==> config.mk <==
export PLATFORM = sky130hd
export DESIGN_NAME = fetch_queue_flat
export DESIGN_NICKNAME = d
export VERILOG_FILES = /design/src/rtl/fetch_queue_if.sv /design/src/rtl/fetch_queue.sv /design/src/flat_wrapper.sv
export SDC_FILE = /design/constraint.sdc
export NUM_CORES = 1
export LEC_CHECK = 0
export ABC_AREA = 1
export BUFFER_PORTS_ARGS = -buffer_cell sky130_fd_sc_hd__buf_4
export CORE_MARGIN = 10
export CORE_UTILIZATION = 35
export CTS_CLUSTER_SIZE = 25
export DETAILED_ROUTE_END_ITERATION = 16
export HOLD_SLACK_MARGIN = 0.03
export PLACE_DENSITY = 0.5
export SYNTH_ARGS = -nofsm -noshare
export SYNTH_HDL_FRONTEND = slang
export SYNTH_SLANG_ARGS = --single-unit
==> constraint.sdc <==
create_clock -name clk -period 14 [get_ports clk]
set_input_delay 1.4 -clock clk [delete_from_list [all_inputs] [get_ports clk]]
set_output_delay 1.4 -clock clk [all_outputs]
set_load 0.1 [all_outputs]
==> src/rtl/fetch_queue_if.sv <==
// rtl/fetch_queue_if.sv - fetch return / decode handshake bundle for fetch_queue
//
// Purpose: groups the fetch-return push side, the flush, the decode-side
// valid/ready head outputs and the status outputs of fetch_queue.
// Ports (signals):
//   i_push, i_push_pc, i_push_inst0, i_push_inst1 : fetch return pair
//   i_flush                                       : redirect, empties queue
//   i_ready                                       : decode accepts head
//   o_valid, o_pc, o_inst0, o_inst1               : head entry to decode
//   o_stall                                       : hold PC register
//   o_count, o_overflow                           : occupancy, sticky drop error
// Modports: master = fetch/decode environment, slave = the queue.

interface fetch_queue_if #(
  parameter int DEPTH      = 4,
  parameter int PC_WIDTH   = 32,
  parameter int INST_WIDTH = 32
);
  logic                      i_push;
  logic [PC_WIDTH-1:0]       i_push_pc;
  logic [INST_WIDTH-1:0]     i_push_inst0;
  logic [INST_WIDTH-1:0]     i_push_inst1;
  logic                      i_flush;
  logic                      o_stall;
  logic                      o_valid;
  logic [PC_WIDTH-1:0]       o_pc;
  logic [INST_WIDTH-1:0]     o_inst0;
  logic [INST_WIDTH-1:0]     o_inst1;
  logic                      i_ready;
  logic [$clog2(DEPTH):0]    o_count;
  logic                      o_overflow;

  modport master (
    output i_push, i_push_pc, i_push_inst0, i_push_inst1, i_flush, i_ready,
    input  o_stall, o_valid, o_pc, o_inst0, o_inst1, o_count, o_overflow
  );

  modport slave (
    input  i_push, i_push_pc, i_push_inst0, i_push_inst1, i_flush, i_ready,
    output o_stall, o_valid, o_pc, o_inst0, o_inst1, o_count, o_overflow
  );
endinterface

==> src/rtl/fetch_queue.sv <==
// rtl/fetch_queue.sv - circular FIFO of fetched instruction pairs feeding decode
//
// Purpose: captures {pc, inst0, inst1} returning from the 1-cycle instruction
// memory, buffers them, presents the head to decode with valid/ready, and
// stalls the PC register early enough that the in-flight fetch always fits.
// Ports:
//   clk   : clock, rising edge
//   rst_n : asynchronous active-low reset
//   q     : fetch_queue_if.slave (push, flush, ready in; head, stall,
//           count, overflow out)

module fetch_queue #(
  parameter int DEPTH      = 4,
  parameter int PC_WIDTH   = 32,
  parameter int INST_WIDTH = 32
) (
  input  logic          clk,
  input  logic          rst_n,
  fetch_queue_if.slave  q
);
  localparam int AW = $clog2(DEPTH);
  localparam int CW = AW + 1;

  logic [PC_WIDTH-1:0]   pc_mem    [DEPTH];
  logic [INST_WIDTH-1:0] inst0_mem [DEPTH];
  logic [INST_WIDTH-1:0] inst1_mem [DEPTH];

  logic [AW-1:0] wr_ptr;
  logic [AW-1:0] rd_ptr;
  logic [CW-1:0] count;
  logic          drop_next;
  logic          overflow;

  logic pop;
  logic push_req;
  logic full;
  logic push_ok;

  // Flush wins over everything: no pop or push is counted in a flush cycle.
  assign pop      = (count != '0) & q.i_ready & ~q.i_flush;
  // The return arriving right after a flush belongs to the old PC stream.
  assign push_req = q.i_push & ~drop_next & ~q.i_flush;
  assign full     = (count == CW'(DEPTH));
  // A full queue can still take a push when the head leaves in the same cycle.
  assign push_ok  = push_req & (~full | pop);

  always_ff @(posedge clk or negedge rst_n) begin
    if (!rst_n) begin
      wr_ptr    <= '0;
      rd_ptr    <= '0;
      count     <= '0;
      drop_next <= 1'b0;
      overflow  <= 1'b0;
    end else if (q.i_flush) begin
      wr_ptr    <= '0;
      rd_ptr    <= '0;
      count     <= '0;
      drop_next <= 1'b1;
    end else begin
      drop_next <= 1'b0;
      if (push_ok) wr_ptr <= wr_ptr + 1'b1;
      if (pop)     rd_ptr <= rd_ptr + 1'b1;
      if (push_ok && !pop)      count <= count + 1'b1;
      else if (pop && !push_ok) count <= count - 1'b1;
      if (push_req && full && !pop) overflow <= 1'b1;
    end
  end

  // Entry storage carries no reset; contents are qualified by count.
  always_ff @(posedge clk) begin
    if (push_ok) begin
      pc_mem[wr_ptr]    <= q.i_push_pc;
      inst0_mem[wr_ptr] <= q.i_push_inst0;
      inst1_mem[wr_ptr] <= q.i_push_inst1;
    end
  end

  assign q.o_valid    = (count != '0);
  // Stall one entry early so the fetch already issued still has a slot.
  assign q.o_stall    = (count >= CW'(DEPTH - 1));
  assign q.o_count    = count;
  assign q.o_overflow = overflow;
  assign q.o_pc       = pc_mem[rd_ptr];
  assign q.o_inst0    = inst0_mem[rd_ptr];
  assign q.o_inst1    = inst1_mem[rd_ptr];
endmodule

==> src/flat_wrapper.sv <==
// flat-port wrapper written by rule: the top's interface ports become plain ports
module fetch_queue_flat 
#(
  parameter int DEPTH      = 4,
  parameter int PC_WIDTH   = 32,
  parameter int INST_WIDTH = 32
)
  (clk, rst_n, q_i_push, q_i_push_pc, q_i_push_inst0, q_i_push_inst1, q_i_flush, q_i_ready, q_o_stall, q_o_valid, q_o_pc, q_o_inst0, q_o_inst1, q_o_count, q_o_overflow);
  fetch_queue_if #(.DEPTH(DEPTH), .PC_WIDTH(PC_WIDTH), .INST_WIDTH(INST_WIDTH)) q_i ();
  input  logic clk;
  input  logic rst_n;
  input wire logic [$bits(q_i.i_push)-1:0] q_i_push;
  input wire logic [$bits(q_i.i_push_pc)-1:0] q_i_push_pc;
  input wire logic [$bits(q_i.i_push_inst0)-1:0] q_i_push_inst0;
  input wire logic [$bits(q_i.i_push_inst1)-1:0] q_i_push_inst1;
  input wire logic [$bits(q_i.i_flush)-1:0] q_i_flush;
  input wire logic [$bits(q_i.i_ready)-1:0] q_i_ready;
  output wire logic [$bits(q_i.o_stall)-1:0] q_o_stall;
  output wire logic [$bits(q_i.o_valid)-1:0] q_o_valid;
  output wire logic [$bits(q_i.o_pc)-1:0] q_o_pc;
  output wire logic [$bits(q_i.o_inst0)-1:0] q_o_inst0;
  output wire logic [$bits(q_i.o_inst1)-1:0] q_o_inst1;
  output wire logic [$bits(q_i.o_count)-1:0] q_o_count;
  output wire logic [$bits(q_i.o_overflow)-1:0] q_o_overflow;
  assign q_i.i_push = q_i_push;
  assign q_i.i_push_pc = q_i_push_pc;
  assign q_i.i_push_inst0 = q_i_push_inst0;
  assign q_i.i_push_inst1 = q_i_push_inst1;
  assign q_i.i_flush = q_i_flush;
  assign q_i.i_ready = q_i_ready;
  assign q_o_stall = q_i.o_stall;
  assign q_o_valid = q_i.o_valid;
  assign q_o_pc = q_i.o_pc;
  assign q_o_inst0 = q_i.o_inst0;
  assign q_o_inst1 = q_i.o_inst1;
  assign q_o_count = q_i.o_count;
  assign q_o_overflow = q_i.o_overflow;
  fetch_queue #(.DEPTH(DEPTH), .PC_WIDTH(PC_WIDTH), .INST_WIDTH(INST_WIDTH)) u_core (.clk(clk), .rst_n(rst_n), .q(q_i));
endmodule
==> results_dict.tcl, run 1 <==
set metrics [dict create \
    critPathSlowestCell "buf_4" \
    grt_pass1_vias 9115 \
    multiInputGateArea_sq_um 2610 \
    htree_levels 2 \
    synth_area_sq_um 14800 \
    status "completed" \
    seq_area_sq_um 11800 \
    seq_area_frac_synth_pct 79.5 \
    r2r_cells 5 \
    avgRoutedWirePerCell_um 20.0 \
    worstMarginPinSlew_ps 996 \
    min_period_ps 5050 \
    rows 75 \
    post_cts_buffers 0 \
    ff2ff_setup_slack_ps 11260 \
    wl_um 35500 \
    clock-sinks 393 \
    via_count 8753 \
    synthMuxAreaShare_pct 0 \
    finalHoldViolations 0 \
    layout.nets 1305 \
    holdPathEnd "u_core.q.o_overflow" \
    yosysWarnings 0 \
    grt_pass1_wl_um 54500 \
    syn_nets 1107 \
    fmax_ghz 0.198 \
    numCtsBuffers 43 \
    grt_antenna_before_repair 1 \
    critPathBufInv 3 \
    path_cells "inv_6 > buf_4 > nor2_1 > o22ai_1 > buf_4" \
    r2r-end "u_core.rd_ptr[1]" \
    setup_violations 0 \
    crit_fanout 117 \
    grtUsageTotal_pct 13.8 \
    ios 203 \
    rsz0062_at_grt "false" \
    synth_top_family_by_area "compound AO/OA/AOI/OAI gates" \
    hpwl_um 19700 \
    area_growth_pct 22.2 \
    synth.avg_cell_area_sq_um 14.8 \
    arrival_ps 3650 \
    firstDrtPassIters 5 \
    clk_pin_slew_ps 60 \
    nFillCells 3829 \
    ant_nets 0 \
    clk_path_buf_depth 3 \
    port-buffer-count 202 \
    r2r_start "u_core.rd_ptr[0]" \
    ys_seq_elements 393 \
    vdd_ir_drop_max_uv 140 \
    crit_top_cell "buf_4" \
    startpoint_type "flip-flop" \
    gp_congestion 0.697 \
    hold_path_startpoint "u_core.q.o_overflow" \
    slew_headroom_pct 33.6 \
    die_x_um 226 \
    drt-initial-drc-count 478 \
    total_power_mw 3.72 \
    clock_latency_ps 550 \
    hold_path.class "reg -> reg" \
    initial_core_util_pct 35.3 \
    synthAdderAreaFrac_pct 0.474 \
    finalCritPeriodShare_pct 36.1 \
    end_kind "primary output" \
    yosysUniqueCellTypes 26 \
    synth_xor_xnor_area_share_pct 0.0592 \
    clockRootBuffer "clkbuf_16" \
    cts_tree "done" \
    maxCapViolCount 0 \
    crit_required_ps 12600 \
    core_area_sq_um 41900 \
    fin_setup_tns_ps 0 \
    hold_path_depth 1 \
    critical_path.top_delay_family "buffers and inverters" \
    max_stage_delay_ps 790 \
    slew_violations 0 \
    grt_overflow_total 0 \
    dieArea_sq_um 50900 \
    path_class "reg -> out" \
    drc 0 \
    netlist_instances 1001 \
    cts_resized 0 \
    drive_above_1_share_pct 23.9 \
    final_util_pct 43.2 \
    fin_skew_ps 11.0 \
    power.leakage_nw 6.25 \
    grt_max_degree 118 \
    die_y_um 226 \
    vias_per_cell 4.94 \
    synth_compound_area_share_pct 10.9 \
    synth-simple-area-share_pct 6.01 \
    hold_buffers 0 \
    power_density_nw_per_um2 206 \
]
[cell usage after synthesis, drive strengths merged]
cell | count | area (sq um)
buf | 36 | 293
inv | 17 | 63.8
nor3 | 1 | 5.00
ha | 4 | 50.1
o22ai | 96 | 601
a21oi | 3 | 18.8
nand3 | 5 | 35.0
nor2 | 200 | 761
xnor2 | 1 | 8.76
dfrtp | 9 | 225
o21bai | 1 | 7.51
o21ai | 196 | 981
nand2 | 18 | 75.1
nand4 | 2 | 12.5
fa | 1 | 20.0
clkbuf | 27 | 101
edfxtp | 384 | 11500
[flip-flops by register name (all words and copies together) (netlist names)]
register and cells:
u_core.drop_next 1, u_core.inst0_mem 128, u_core.inst1_mem 128, u_core.pc_mem 128, u_core.q.o_count 3, u_core.q.o_overflow 1
u_core.rd_ptr 2, u_core.wr_ptr 2
[worst max-delay path by stage]
stage / endpoint / cells after the start / startpoint
detailed placement: q_o_inst0[15] / 5 / u_core.rd_ptr[0]
floorplan: u_core.inst0_mem[0][0] / 4 / q_i_push
CTS: q_o_inst0[15] / 5 / u_core.rd_ptr[0]
finish: q_o_inst0[15] / 5 / u_core.rd_ptr[0]
global route: q_o_inst0[15] / 5 / u_core.rd_ptr[0]
global placement: q_o_inst0[15] / 5 / u_core.rd_ptr[0]
[metal layers]
metal  part of all wire [%]  GRT usage [%]
met1                     43           17.0
met2                     50           23.5
met3                    5.1           3.01
met4                    2.3           4.88
met5                      0              0
[final cells by class]
class,count,share of cell area (%)
antenna,1,0.0138
clock buffer,62,6.86
clock inverter,16,0.547
inverter,17,0.388
multi-input combinational,528,14.4
sequential,393,65.1
tap,539,3.73
timing repair buffer,216,8.97
[layout by cell type, fill, tap and decap left out, types with 2 or more instances in the layout]
master	instances
nand2_1	15
clkbuf_16	45
nand3_1	3
o21ai_1	76
inv_1	13
nand4_1	2
ha_1	4
dfrtp_1	7
inv_2	2
o21ai_0	120
nand3_2	2
nand2_2	3
edfxtp_1	384
o22ai_1	96
nor2_1	194
clkbuf_1	12
buf_4	216
nor2_4	5
clkbuf_8	5
a21oi_1	2
clkinv_2	11
clkinv_1	5
[report_power, final]
part | leakage [nW] | internal [mW] | total [mW] | switching (mW)
sequential | 3.58 | 1.32 | 1.34 | 0.0187
combinational | 2.01 | 0.240 | 1.32 | 1.08
clock | 0.666 | 0.631 | 1.07 | 0.434
[logic make-up (layout without fill, tap and decap cells)]
group                    after synthesis  after routing
AO/OA/AOI/OAI                        296            296
AND/OR/NAND/NOR                      226            226
XOR/XNOR                               1              1
other                                  0              1
adder cells (fa/ha/maj)                5              5
buffers and inverters                 80            311
flip-flops                           393            393
[per-stage QoR]
step / hold slack, ps / area, sq um / instances / setup WS [ps]
4_1_cts: 513 / 18100 / 1771 / 8880
2_1_floorplan: 516 / 14800 / 1001 / 7560
6_report: 502 / 18100 / 1772 / 8950
3_5_place_dp: 494 / 16700 / 1693 / 9500
5_1_grt: 536 / 18100 / 1772 / 8650
3_3_place_gp: 488 / 16700 / 1693 / 9510
Note: power is estimated with default switching activity, not from simulation.
==> run 2, diff against run 1 <==
Settings changed: PLACE_DENSITY 0.5 to 0.52.
Clock period 14 ns to 4.25 ns, I/O delays scaled along.
==> results_dict.tcl, run 2 (synthesis results as in run 1) <==
set metrics [dict create \
    p_clk_share_pct 28.3 \
    initial_core_util_pct 35.3 \
    reg_top3 "u_core.inst0_mem: 128 flops, u_core.inst1_mem: 128 flops, u_core.pc_mem: 128 flops" \
    via_count 8849 \
    area_growth_pct 24.1 \
    vias_per_cell 4.95 \
    maxCapViolCount 0 \
    firstDrtPassIters 4 \
    hold_path.class "in -> reg" \
    grt_overflow_total 0 \
    status "completed" \
    core_area_sq_um 41900 \
    cts_resized 0 \
    hpwl_um 19200 \
    antenna_cells 0 \
    nFillCells 3805 \
    critical_path.top_delay_family "buffers and inverters" \
    ant_nets 0 \
    layout_commonest_cell "edfxtp_1" \
    finalHoldViolations 0 \
    grt_pass1_wl_um 54200 \
    arrival_ps 2650 \
    grt_pass1_vias 9093 \
    vdd_ir_drop_max_uv 500 \
    max_stage_delay_ps 510 \
    port-buffer-count 202 \
    whs_ps 67.0 \
    fmax_ghz 0.325 \
    switching_share_pct 41.5 \
    worstMarginPinSlew_ps 885 \
    power_density_nw_per_um2 669 \
    cts_tree "done" \
    die_y_um 226 \
    gp_congestion 0.730 \
    sequentialPowerShare_pct 35.7 \
    htree_levels 2 \
    hold_buffers 20 \
    ios 203 \
    placed_area_sq_um 16800 \
    startpoint_type "flip-flop" \
    wl_um 35200 \
    min_period_ps 3080 \
    fin_skew_ps 22.5 \
    layout.nets 1324 \
    finalCritPeriodShare_pct 72.4 \
    critPathBufInv 3 \
    die_x_um 226 \
    crit_required_ps 3830 \
    slew_headroom_pct 41.0 \
    setup_violations 0 \
    dieArea_sq_um 50900 \
    crit_fanout 81 \
    rows 75 \
    drc 0 \
    clk_path_buf_depth 3 \
    grtUsageTotal_pct 13.8 \
    clk_pin_slew_ps 60 \
    p_sw_mw 5.09 \
    grt_antenna_before_repair 0 \
    post_cts_buffers 0 \
    critPathSlowestCell "dfrtp_4" \
    design_area_sq_um 18400 \
    clockRootBuffer "clkbuf_16" \
    final_util_pct 43.8 \
    clock-sinks 393 \
    numCtsBuffers 43 \
    drt-initial-drc-count 712 \
    clock_latency_ps 560 \
    path_class "reg -> out" \
    grt_max_degree 194 \
    avgRoutedWirePerCell_um 19.7 \
    power.leakage_nw 6.34 \
    ff2ff_setup_slack_ps 1750 \
    combinationalPowerShare_pct 36.0 \
    slew_violations 0 \
    layout_common_cells "edfxtp_1, buf_4, nor2_1" \
    rsz0062_at_grt "false" \
    end_kind "primary output" \
    path_cells "inv_6 > buf_12 > nor2_1 > o22ai_1 > buf_4" \
    drive_above_1_share_pct 23.1 \
    p_int_mw 7.19 \
]
==> run 2: changes by cell type in the layout (fill, tap and decap cells not counted), sizes merged <==
cell         change
dlygate4sd3     +20
clkbuf          -11
clkinv           +6
clkinvlp         +2
buf              -1
bufinv           +1
diode            -1
inv              +1
==> run 2: final cells by class <==
cell class | instances | area, sq um | share of cell area [%]
Tap cell | 539 | 674 | 3.67
Clock buffer | 51 | 1130 | 6.14
Clock inverter | 26 | 186 | 1.02
Sequential cell | 393 | 11800 | 64.1
Multi-Input combinational cell | 528 | 2610 | 14.2
Timing Repair Buffer | 235 | 1930 | 10.5
Inverter | 17 | 70.1 | 0.382
==> run 2: metrics by stage <==
step | total power, mW | setup WS, ps | TNS [ps] | cells
after floorplan | 7.96 | -121 | -46490 | 1001
after global placement | 8.93 | 1520 | 0 | 1692
after detailed placement | 8.94 | 1510 | 0 | 1692
after CTS | 12.5 | 1090 | 0 | 1789
after global routing | 12.8 | 1010 | 0 | 1789
final | 12.3 | 1170 | 0 | 1789
==> run 2: power by group through the flow <==
stage | combinational (mW) | sequential, mW | clock, mW
final | 4.42 | 4.38 | 3.47
after CTS | 4.49 | 4.38 | 3.58
after detailed placement | 4.47 | 4.46 | 0
after floorplan | 3.41 | 4.56 | 0
after global routing | 4.64 | 4.39 | 3.73
after global placement | 4.46 | 4.46 | 0
==> run 2: worst paths after layout <==
check,start,endpoint,depth (start not counted)
worst min register to register,u_core.q.o_overflow,u_core.q.o_overflow,1
worst min-delay path,q_i_push_inst0[22],u_core.inst0_mem[3][22],1
worst max register to register,u_core.drop_next,u_core.inst0_mem[1][22],6
worst max-delay path,u_core.rd_ptr[0],q_o_inst1[16],5
min in group asynchronous,rst_n,u_core.rd_ptr[1],2
max in group asynchronous,rst_n,u_core.rd_ptr[0],2
==> run 2: metal layers <==
metal	vias to the layer above	track usage [%]	wire [um]
met2	206	23.2	17700
met4	0	4.75	734
met1	4375	17.2	15100
li1	4218	-	-
met3	50	2.85	1740
met5	-	0	0
==> run 3, diff against run 2 <==
Clock period 4.25 ns to 2.6 ns, I/O delays scaled along.
==> results_dict.tcl, run 3 (synthesis results as in run 1) <==
set metrics [dict create \
    status "completed" \
    via_count 9258 \
    rsz0062_at_grt "true" \
    maxCapViolCount 0 \
    grt_util_met3_pct 3.25 \
    min_period_ps 2500 \
    post_cts_buffers 0 \
    hpwl_um 20200 \
    drive_above_1_share_pct 29.5 \
    busiest_layer "met2" \
    cts_tree "done" \
    dieArea_sq_um 50900 \
    clock_latency_ps 550 \
    power.leakage_nw 6.94 \
    vias_per_cell 4.95 \
    initial_core_util_pct 35.3 \
    crit_required_ps 2340 \
    wl_um 37600 \
    path_class "reg -> out" \
    end_kind "primary output" \
    reg_top3 "u_core.inst0_mem: 128 flops, u_core.inst1_mem: 128 flops, u_core.pc_mem: 128 flops" \
    power_density_nw_per_um2 1030 \
    grt_antenna_before_repair 0 \
    grt_pass1_vias 9429 \
    multiInputGateArea_sq_um 3240 \
    dp_cells 1700 \
    avgRoutedWirePerCell_um 20.1 \
    setup_violations 0 \
    arrival_ps 2240 \
    finalCritPeriodShare_pct 96.1 \
    vdd_ir_drop_max_uv 973 \
    fin_skew_ps 19.7 \
    worstMarginPinSlew_ps 421 \
    firstDrtPassIters 5 \
    startpoint_type "flip-flop" \
    slew_headroom_pct 72.0 \
    ios 203 \
    grt_overflow_total 0 \
    grt_pass1_wl_um 56000 \
    grtUsageTotal_pct 14.2 \
    drt-initial-drc-count 568 \
    core_area_sq_um 41900 \
    gr-usage-met1_pct 18.0 \
    layout.nets 1414 \
    clk_path_buf_depth 3 \
    clockRootBuffer "clkbuf_16" \
    grt_use_met2_pct 23.9 \
    r2r-end "u_core.q.o_count[2]" \
    max_stage_delay_ps 580 \
    nFillCells 3644 \
    port-buffer-count 202 \
    clock-sinks 393 \
    gp_congestion 0.698 \
    ant_nets 0 \
    r2r_start "u_core.q.o_count[1]" \
    total_power_mw 20.6 \
    numCtsBuffers 44 \
    seq_area_sq_um 11800 \
    antenna_cells 0 \
    slew_violations 0 \
    finalHoldViolations 0 \
    path_cells "clkinv_8 > buf_12 > nor2_1 > o22ai_2 > buf_4" \
    htree_levels 2 \
    drc 0 \
    final_cells 1869 \
    grt_max_degree 113 \
    area_growth_pct 34.9 \
    ff2ff_setup_slack_ps 640 \
    place_ws_ps 530 \
    crit_fanout 41 \
    rows 75 \
    whs_ps 79.1 \
    die_x_um 226 \
    critPathSlowestCell "dfrtp_4" \
    clk_pin_slew_ps 60 \
    die_y_um 226 \
    layout_commonest_cell "edfxtp_1" \
    fmax_ghz 0.400 \
    r2r_cells 11 \
    setup_slack_ps 103 \
    layout_common_cells "edfxtp_1, buf_4, nor2_1" \
    hold_path.class "in -> async" \
    final_util_pct 47.7 \
]
-- run 3: area by class of cell --
| class | count | area share, % |
|---|---|---|
| timing repair buffer | 324 | 14.7 |
| clock inverter | 14 | 0.427 |
| inverter | 17 | 0.389 |
| sequential | 393 | 59.0 |
| multi-input combinational | 528 | 16.2 |
| clock buffer | 54 | 5.81 |
| tap | 539 | 3.38 |
-- run 3: layer usage --
metal,routed length (um),share of wire [%]
met4,820,2.2
met5,0,0
met3,1580,4.2
met1,16800,45
met2,18400,49
-- run 3: metrics by stage --
step                      setup TNS, ps  area (sq um)
final                                 0         19900
after global routing              -36.2         19900
after CTS                             0         19800
after detailed placement              0         17600
after global placement                0         17600
after floorplan                  -61750         15500
-- run 3: repair_timing --
| action | CTS | global route |
|---|---|---|
| setup endpoints to repair | 36 | 48 |
| gates resized for setup | 2 | 14 |
| hold endpoints to repair | 398 | 0 |
| gates cloned | 0 | 2 |
| hold buffers | 99 | 0 |
-- run 3: critical path, delay by kind of cell (launching register included) --
family | cells | cell delay [ps]
AO/OA/AOI/OAI | 1 | 180
flip-flops | 1 | 580
buffers and inverters | 3 | 780
AND/OR/NAND/NOR | 1 | 90
-- run 3: how the worst max path moves through the flow --
stage / to / slack, ps / from / cells past startpoint
2_1_floorplan: u_core.inst0_mem[0][0] / -180 / u_core.q.o_count[1] / 4
3_3_place_gp: q_o_pc[5] / 570 / u_core.rd_ptr[0] / 5
3_5_place_dp: q_o_pc[7] / 530 / u_core.rd_ptr[0] / 5
4_1_cts: q_o_inst1[30] / 20 / u_core.rd_ptr[0] / 5
5_1_grt: q_o_pc[1] / -10 / u_core.rd_ptr[0] / 4
6_report: q_o_inst1[0] / 100 / u_core.rd_ptr[0] / 5
-- run 3: power by group --
part	switching [mW]	total [mW]	internal [mW]	leakage, nW
combinational	6.16	7.92	1.77	2.76
clock	2.29	5.50	3.21	0.603
sequential	0.0827	7.20	7.12	3.58
